[src/rtl/stream_register_pipe.sv]
// Multi-stage ready/valid register slice with selectable ready pass-through,
// synchronous clear and an occupancy count.
module stream_register_pipe #(
  parameter int DATA_WIDTH = 32,
  parameter int DEPTH      = 2,
  parameter bit READY_PASS = 1'b1
) (
  input  logic                         clk_i,
  input  logic                         rst_i,
  input  logic                         clr_i,
  input  logic                         valid_i,
  output logic                         ready_o,
  input  logic [DATA_WIDTH-1:0]        data_i,
  output logic                         valid_o,
  input  logic                         ready_i,
  output logic [DATA_WIDTH-1:0]        data_o,
  output logic [$clog2(DEPTH+1)-1:0]   usage_o
);

  localparam int UW = $clog2(DEPTH + 1);

  logic [DEPTH-1:0]      v_q;
  logic [DATA_WIDTH-1:0] d_q  [DEPTH];
  logic [DATA_WIDTH-1:0] d_in [DEPTH];
  logic [DEPTH:0]        rdy_chain;
  logic [DEPTH:0]        vld_chain;
  logic [DEPTH-1:0]      load;
  logic [DEPTH-1:0]      drain;

  // Index k of each chain is what stage k sees; the extra top bit of
  // rdy_chain is the downstream ready, the bottom bit of vld_chain is valid_i.
  assign vld_chain = {v_q, valid_i};

  always_comb begin
    rdy_chain        = '0;
    rdy_chain[DEPTH] = ready_i;
    for (int k = DEPTH - 1; k >= 0; k--) begin
      rdy_chain[k] = ~v_q[k] | (READY_PASS & rdy_chain[k+1]);
    end
  end

  always_comb begin
    load  = '0;
    drain = '0;
    for (int k = 0; k < DEPTH; k++) begin
      load[k]  = vld_chain[k] & rdy_chain[k];
      drain[k] = v_q[k] & rdy_chain[k+1];
    end
  end

  for (genvar k = 0; k < DEPTH; k++) begin : g_din
    if (k == 0) begin : g_first
      assign d_in[k] = data_i;
    end else begin : g_next
      assign d_in[k] = d_q[k-1];
    end
  end

  // A load always wins over a drain of the same stage, so a full stage that
  // is passing its beat on and taking a new one stays valid.
  always_ff @(posedge clk_i) begin
    if (rst_i) begin
      v_q <= '0;
      for (int k = 0; k < DEPTH; k++) begin
        d_q[k] <= '0;
      end
    end else if (clr_i) begin
      v_q <= '0;
    end else begin
      for (int k = 0; k < DEPTH; k++) begin
        if (load[k]) begin
          v_q[k] <= 1'b1;
          d_q[k] <= d_in[k];
        end else if (drain[k]) begin
          v_q[k] <= 1'b0;
        end
      end
    end
  end

  always_comb begin
    usage_o = '0;
    for (int k = 0; k < DEPTH; k++) begin
      usage_o = usage_o + UW'(v_q[k]);
    end
  end

  assign ready_o = rdy_chain[0] & ~clr_i;
  assign valid_o = v_q[DEPTH-1] & ~clr_i;
  assign data_o  = d_q[DEPTH-1];

endmodule
[config.mk]
export PLATFORM = sky130hd
export DESIGN_NAME = stream_register_pipe
export DESIGN_NICKNAME = d
export VERILOG_FILES = /design/src/rtl/stream_register_pipe.sv
export SDC_FILE = /design/constraint.sdc
export NUM_CORES = 1
export LEC_CHECK = 0
export ABC_AREA = 1
export BUFFER_PORTS_ARGS = -buffer_cell sky130_fd_sc_hd__buf_2
export CAP_MARGIN = 15
export CORE_ASPECT_RATIO = 1.4
export CORE_MARGIN = 4
export CORE_UTILIZATION = 45
export DETAILED_ROUTE_END_ITERATION = 8
export PLACE_DENSITY = 0.83
export REMOVE_ABC_BUFFERS = 1
export SYNTH_ARGS = -nofsm -noshare
export SYNTH_HDL_FRONTEND = slang
export SYNTH_SLANG_ARGS = --single-unit
export TNS_END_PERCENT = 1
[constraint.sdc]
create_clock -name clk_i -period 1.6 [get_ports clk_i]
set_input_delay 0.24 -clock clk_i [delete_from_list [all_inputs] [get_ports clk_i]]
set_output_delay 0.24 -clock clk_i [all_outputs]
set_load 0.01 [all_outputs]
==> metrics.yaml <==
status: "complete, no violations"
synth_cells: 222
max_freq_mhz: 718
end_kind: "output pin"
dieArea_um2: 7520
p_sw_share_pct: 21.9
clkLatencyLatePin_ns: 0.33
cp_max_fo: 4
cts_buffers: 9
mostFrequentLayoutCells: "72 x inv_1, 72 x buf_2, 64 x edfxtp_1"
routedWlPerCell_um: 10.9
clockBufferDepth: 2
tightest_slew_ns: 0.400
ant_nets: 0
worst-setup-path-type: "reg2out"
antenna_found_initial: 0
ios: 73
grt_usage_pct: 11.9
gp_congestion: 0.696
grt-ovfl-total: 0
worst-path-buf-inv: 2
place_ws_ns: 0.234
cts_tree: "yes"
yosysWarnings: 0
drcViolationCount: 0
clock_sinks: 66
drive_above_1_share_pct: 50.2
fp-row-count: 33
syn2layout_area_growth_pct: 22.5
finalClockSkew_ns: 0.00900
power_density_nw_per_um2: 1060
cellLeakagePower_uw: 0.00156
grt_pass1_wl_mm: 6.44
grt_max_degree: 65
wirelength_mm: 4.12
setup_viol: 0
fp.dieH_um: 101
ys_ff_latch: 66
layout_min_cycle_time_ns: 1.39
p_sw_uw: 792
slew_headroom_pct: 73.4
post_cts_buffers: 0
timing.final.crit_share_pct: 87.1
drt-initial-drc-count: 71
rsz0062_at_grt: "false"
hold_viol_final: 0
cp.required_ns: 1.36
seq_area_frac_synth_pct: 70.5
cp_slowest_cell: "dfxtp_1"
cap_viol_max_count: 0
cts.repair.resized: 0
critPathMaxStageDelay_ns: 0.41
p_int_uw: 2820
antennaDiodeCount: 0
min_path_type: "in2reg"
start_kind: "flip-flop"
ys_types: 13
htreeDepth: 3
clk_pin_slew_ns: 0.07
pwr-share-seq_pct: 56.0
syn_avg_cell_area_um2: 12.5
path_delay_family: "flip-flops"
dp_hpwl_mm: 2.90
cts_root_buf: "clkbuf_8"
ir_drop_mv: 0.537
core_um2: 5950
fin_ws_ns: 0.207
cts_hold_buf: 0
io_buffer_count: 72
via_per_inst: 4.15
dr.pass1.iters: 4
syn_area_um2: 2780
worstPathCellList: "nand3_2 -> nand2_1 -> inv_1 -> buf_2"
fin_util_pct: 57.3
vias: 1565
nNetsFinal: 340
floorplan.initialDensity_pct: 46.8
p_comb_share_pct: 8.2
fp.dieW_um: 74.4
finalMaxSlewViolations: 0
clkPwrFrac_pct: 35.8
arrival_ns: 1.15
grt_pass1_vias: 1552
==> worst paths after layout <==
check	start	endpoint	slack, ns	depth (start not counted)
worst min register to register	d_q[0][18]	d_q[0][50]	0.54	2
worst max-delay path	v_q[0]	ready_o	0.21	4
worst max register to register	v_q[0]	d_q[0][45]	0.23	4
worst min-delay path	data_i[9]	d_q[0][9]	0.20	3
==> power groups by stage <==
stage / sequential [uW] / clock, uW / combinational [uW]
CTS: 2030 / 1350 / 302
finish: 2020 / 1290 / 295
floorplan: 2090 / 0 / 138
global placement: 2060 / 0 / 292
detailed placement: 2060 / 0 / 301
global route: 2030 / 1420 / 330
==> cells by family (layout without fill, tap and decap cells) <==
family / after synthesis / count (layout) / synth area share [%]
buffers and inverters: 78 / 163 / 12.1
and+or+nand+nor: 75 / 75 / 16.5
DFF: 66 / 66 / 70.5
AOI/OAI and AO/OA: 2 / 2 / 0.360
adders and majority gates: 1 / 1 / 0.450
==> cell type report <==
type	count	area (um^2)
inverters	72	270
clock inverters	6	57.6
multi-input cells	78	482
repair buffers	75	420
fillers	510	2540
clock buffers	10	128
flip-flops and latches	66	1960
well taps	70	87.6
==> Yosys cell counts <==
| cell | number | area share (%) |
|---|---|---|
| nand2_2 | 1 | 0.23 |
| nand2_1 | 4 | 0.54 |
| inv_1 | 72 | 9.7 |
| buf_6 | 6 | 2.4 |
| ha_1 | 1 | 0.45 |
| nor2_2 | 61 | 14 |
| nand3_1 | 2 | 0.36 |
| dfxtp_1 | 2 | 1.4 |
| nand3_4 | 1 | 0.63 |
| nor2_1 | 5 | 0.67 |
| a21oi_1 | 2 | 0.36 |
| edfxtp_1 | 64 | 69 |
| nand3_2 | 1 | 0.36 |
==> through the flow <==
step	setup TNS (ns)	std cells	hold slack, ns	total power [uW]	cell area (um^2)
global placement	0	361	0.514	2350	3220
CTS	0	377	0.177	3680	3410
finish	0	377	0.202	3610	3410
floorplan	-0.202	216	0.408	2230	2710
detailed placement	0	361	0.534	2360	3220
global route	0	377	0.194	3780	3410
==> tightest hold or removal path: stages <==
cell and delay [ns]:
buf_2 0.07, inv_1 0.03, nor2_2 0.08
==> per-layer routing <==
layer	up-vias	wire length (um)	global-route usage (%)
li1	824	-	-
met1	669	1570	11.7
met3	13	368	4.89
met2	59	2060	19.8
met4	0	120	7.81
met5	-	0	0
==> registers in the layout, summed over array words and instances, names as in the netlist <==
name  count
v_q       2
d_q      64
(Power assumes the default switching activity.)
